### config.mk
export PLATFORM = sky130hd
export DESIGN_NAME = fsm_mestre
export DESIGN_NICKNAME = d
export VERILOG_FILES = /design/src/rtl/fsm_mestre.sv
export SDC_FILE = /design/constraint.sdc
export NUM_CORES = 1
export LEC_CHECK = 0
export CORE_ASPECT_RATIO = 0.9
export CORE_UTILIZATION = 25
export CTS_CLUSTER_DIAMETER = 60
export DETAILED_ROUTE_END_ITERATION = 6
export SETUP_SLACK_MARGIN = 0.4
export SLEW_MARGIN = 0
export SYNTH_ARGS = -nofsm -noshare
export SYNTH_HDL_FRONTEND = slang
export SYNTH_SLANG_ARGS = --single-unit
### constraint.sdc
create_clock -name clk -period 3.5 [get_ports clk]
set_input_delay 1.05 -clock clk [delete_from_list [all_inputs] [get_ports clk]]
set_output_delay 1.05 -clock clk [all_outputs]
set_load 0.01 [all_outputs]
### src/rtl/fsm_mestre.sv
// Bottling-line master: start command, cork stock with alarm/auto-resume, approved-bottle tally.
// Optional batch-target state META is built only when FSM_MESTRE_META_EN is defined.
module fsm_mestre #(
  parameter int ROLHAS_INICIAL = 20,
  parameter int ROLHAS_MAX     = 99,
  parameter int REPOSICAO      = 15
`ifdef FSM_MESTRE_META_EN
  ,
  parameter int META_DUZIAS    = 5
`endif
) (
  input  logic       clk,
  input  logic       reset,
  input  logic       iniciar,
  input  logic       repor,
  input  logic       decrementar_rolha,
  input  logic       garrafa_aprovada,
  output logic       cmd_iniciar,
  output logic       alarme_rolha,
  output logic [6:0] rolhas,
  output logic [3:0] unidades,
  output logic [3:0] duzias,
  output logic       lote_completo,
  output logic [1:0] estado
);

  typedef enum logic [1:0] {
    PARADO  = 2'b00,
    RODANDO = 2'b01,
    ALARME  = 2'b10,
    META    = 2'b11
  } estado_t;

  localparam logic [7:0] REPO8   = 8'(REPOSICAO);
  localparam logic [7:0] MAX8    = 8'(ROLHAS_MAX);
  localparam logic [6:0] INICIAL = 7'(ROLHAS_INICIAL);

  estado_t    state, state_next;
  logic       iniciar_prev, repor_prev, dec_prev, apr_prev;
  logic       ev_iniciar, ev_repor, ev_dec, ev_apr;
  logic       em_meta;
  logic [7:0] soma;
  logic [6:0] rolhas_next;
  logic [3:0] unidades_next, duzias_next;

  assign em_meta    = (state == META);

  // Only restock survives once the batch is complete.
  assign ev_iniciar = iniciar & ~iniciar_prev & ~em_meta;
  assign ev_repor   = repor & ~repor_prev;
  assign ev_dec     = decrementar_rolha & ~dec_prev & ~em_meta;
  assign ev_apr     = garrafa_aprovada & ~apr_prev & ~em_meta;

  // NOTE: every variable driven here gets a default first, so no path can infer a latch.
  always_comb begin
    soma = {1'b0, rolhas};
    if (ev_repor) soma = soma + REPO8;
    if (ev_dec && rolhas != 7'd0) soma = soma - 8'd1;
    if (soma > MAX8) soma = MAX8;
    rolhas_next = soma[6:0];
  end

  always_comb begin
    unidades_next = unidades;
    duzias_next   = duzias;
    if (ev_apr) begin
      if (unidades == 4'd11) begin
        unidades_next = 4'd0;
`ifdef FSM_MESTRE_META_EN
        if (duzias < 4'(META_DUZIAS)) duzias_next = duzias + 4'd1;
`else
        duzias_next = (duzias == 4'd9) ? 4'd0 : duzias + 4'd1;
`endif
      end else begin
        unidades_next = unidades + 4'd1;
      end
    end
  end

  always_comb begin
    state_next  = state;
    cmd_iniciar = 1'b0;
    case (state)
      PARADO:  if (ev_iniciar && rolhas != 7'd0) state_next = RODANDO;
      RODANDO: begin
        cmd_iniciar = 1'b1;
        if (rolhas == 7'd0) state_next = ALARME;
      end
      ALARME:  if (rolhas != 7'd0) state_next = RODANDO;
      default: state_next = state;
    endcase
`ifdef FSM_MESTRE_META_EN
    // Target check overrides the alarm transition when both hold.
    if (!em_meta && duzias == 4'(META_DUZIAS)) state_next = META;
`endif
  end

  // NOTE: reset is synchronous, so it lives inside the clocked block and is sampled only at the edge.
  always_ff @(posedge clk) begin
    if (!reset) begin
      state        <= PARADO;
      iniciar_prev <= 1'b0;
      repor_prev   <= 1'b0;
      dec_prev     <= 1'b0;
      apr_prev     <= 1'b0;
      rolhas       <= INICIAL;
      unidades     <= 4'd0;
      duzias       <= 4'd0;
    end else begin
      // NOTE: non-blocking assignments so every register samples pre-edge values.
      state        <= state_next;
      iniciar_prev <= iniciar;
      repor_prev   <= repor;
      dec_prev     <= decrementar_rolha;
      apr_prev     <= garrafa_aprovada;
      rolhas       <= rolhas_next;
      unidades     <= unidades_next;
      duzias       <= duzias_next;
    end
  end

  assign alarme_rolha = (rolhas == 7'd0);
  assign estado       = state;
`ifdef FSM_MESTRE_META_EN
  assign lote_completo = em_meta;
`else
  assign lote_completo = 1'b0;
`endif

endmodule

==> out/results.ini <==
[outcome]
status=complete, no violations

[worst_setup_path]
critPathMaxStageDelay_ns=0.47
worst_ep_arrival_time_ns=1.97
critPathKind=reg2out
critPathRequiredTime_ns=2.45
cp-start-kind=flop
cp_slowest_cell=or4_4
critPathMaxFanout=5
crit_chain=inv_1 > ha_4 > or3b_4 > or4_4 > clkinv_4 > clkdlybuf4s15_2
critPathCaptureType=output port

[final_layout]
stdcell_area_um2=1780
utilization_pct=35.9
drive_gt1_share_pct=18.7
nets=197
n_fill_cell=528
mostFrequentLayoutCells=22 x clkdlybuf4s50_1, 20 x dfxtp_1, 12 x buf_4
syn_to_final_growth_pct=34.9
layout_commonest_cell=clkdlybuf4s50_1
fin_cells=252
num_antenna_cells=0

[synth]
netlist.area_leader.share_pct=31.9
yosys_warnings=0
syn-cell-area_um2=1320
async_flop_share_pct=0
synth_flop_cell=dfxtp_1
syn_inst=152
synthesis.nets=161
synth_largest_area_cell=dfxtp_1
yosysSeqAreaShare_pct=31.9
synth_area_leaders=dfxtp_1 32%, xnor2_1 6.0%, nor2b_1 4.3%
ys_ff_latch=21
synth_edf_count=0
avgSynthCellArea_um2=8.68
synth_cell_types=50

[clocking]
cts-root-buf=clkbuf_8
cts.clk_slew.worst_paths_ns=0.09
cts_tree=done
htreeDepth=1
cts_buffers=3
cts_buffer_depth=2
hold_buffers=0
cts_sinks=21
clk-insertion-delay-late_ns=0.26

[sta]
tightest_slew_ns=0.684
final-hold-violation-count=0
rsz0062_at_grt=no
period_minus_slack_ns=3.02
setup_viol=0
layout_setup_ws_ns=0.483
period_share_pct=86.2
max_freq_mhz=331
slew_violations=0
relSlewSlack_pct=54.2
fin_skew_ns=0.00183

[floorplan]
core_area_um2=4950
die_h_um=70.9
initial_core_util_pct=26.6
ioPinCount=26
dieArea_um2=5570
die_width_um=78.6
rows=24

[route]
wirelength_mm=3.09
antenna_left=0
vias_per_cell=4.63
vias=1168
first_pass_iters=4
route.detailed.drc=0
wl_per_cell_um=12.3
drt_iter0_drc=42

[placement]
post_dp_cell_area_um2=1660
portBuffers=24
dp.cells=243
gp_routability_congestion=0.809
place_hpwl_mm=2.22
preCtsSetupSlack_ns=-0.0325

[global_route]
antenna_found_initial=0
grt_pass1_wl_mm=5.11
grt_pass1_vias=1124
grt_max_degree=22
grt-ovfl-total=0
grt_use_total_pct=11.6

[flow_run]
cap_violations=0

[power_and_ir_drop]
max-vdd-ir-drop_mv=0.231
fin_total_pwr_mw=1.14
p_leak_nw=0.697
powerDensity_nw_per_um2=643

[min_path]
hp-class=reg2reg

[registers in the layout, indices dropped and copies added (netlist names)]
register	cells
iniciar_prev	1
apr_prev	1
estado	2
dec_prev	1
repor_prev	1
duzias	4
rolhas	7
unidades	4
[synthesized netlist by cell type, types with 2 or more instances]
library cell and number:
nand2_1 11, nor3_1 4, nor2_1 8, nor4_1 2, o21ai_0 7, o21a_1 4
xnor2_1 9, a21boi_0 2, clkbuf_1 2, inv_1 4, mux2i_1 5, ha_1 3
nand3b_1 3, xor2_1 5, nor2b_1 9, and3_1 3, and3b_1 3, nand3_1 4
and2_1 7, a21oi_1 7, dfxtp_1 21
[area by class of cell]
| class | instances | area [um2] | area share, % |
|---|---|---|---|
| inverter | 5 | 23.8 | 1.34 |
| multi-input combinational | 121 | 867 | 48.7 |
| tap | 65 | 81.3 | 4.57 |
| sequential | 21 | 424 | 23.8 |
| timing repair buffer | 36 | 334 | 18.8 |
| clock buffer | 3 | 41.3 | 2.32 |
| clock inverter | 1 | 7.51 | 0.422 |
[routing by layer]
metal / up-vias / global-route usage, % / share of wire, %
met5: - / 0 / 0
met4: 0 / 3.50 / 1.4
met3: 4 / 2.32 / 3.6
met2: 20 / 19.5 / 44
met1: 539 / 14.8 / 51
li1: 605 / - / -
[metrics by stage]
step / setup TNS, ns / hold WS (ns)
after CTS: 0 / 0.540
after global placement: 0 / 0.516
after detailed placement: -0.0630 / 0.526
after floorplan: 0 / 0.521
after global routing: 0 / 0.600
final: 0 / 0.535
[timing repair]
item,CTS,global route
endpoints found under the hold margin,0,0
endpoints found under the setup margin,6,6
gates resized for setup,10,2
buffers inserted,4,1
pin swaps,3,4
cloned,0,0
[report_power, final]
part | internal (mW) | switching, mW | total (mW)
logic | 0.327 | 0.302 | 0.629
registers | 0.284 | 0.0609 | 0.345
clock network | 0.0805 | 0.0895 | 0.170
[cells by family after synthesis]
logic type | count (synthesis) | synth area share [%]
simple gates | 66 | 30.4
compound gates | 31 | 16.5
flops | 21 | 31.9
xor+xnor | 14 | 9.30
buf+inv | 10 | 4.17
mux | 6 | 4.65
fa+ha+maj | 3 | 2.85
other cells | 1 | 0.284
[path summary, 6_finish.rpt]
check                                       startpoint  cells past startpoint                     end  slack (ns)
worst max-delay path              rolhas[1]$_SDFF_PN0_                      6            alarme_rolha        0.48
worst min-delay path            duzias[3]$_SDFFE_PN0P_                      2  duzias[3]$_SDFFE_PN0P_        0.54
worst max register to register    rolhas[1]$_SDFF_PN0_                     11    rolhas[1]$_SDFF_PN0_        0.95
worst min register to register  duzias[3]$_SDFFE_PN0P_                      2  duzias[3]$_SDFFE_PN0P_        0.54
[worst max-delay path: cells and delay by family (launching register included)]
| kind | cells | cell delay [ns] |
|---|---|---|
| DFF | 1 | 0.36 |
| adders and majority gates | 1 | 0.15 |
| and+or+nand+nor | 2 | 0.85 |
| buffers and inverters | 3 | 0.35 |
No activity file was read; power rests on OpenSTA's default activity.
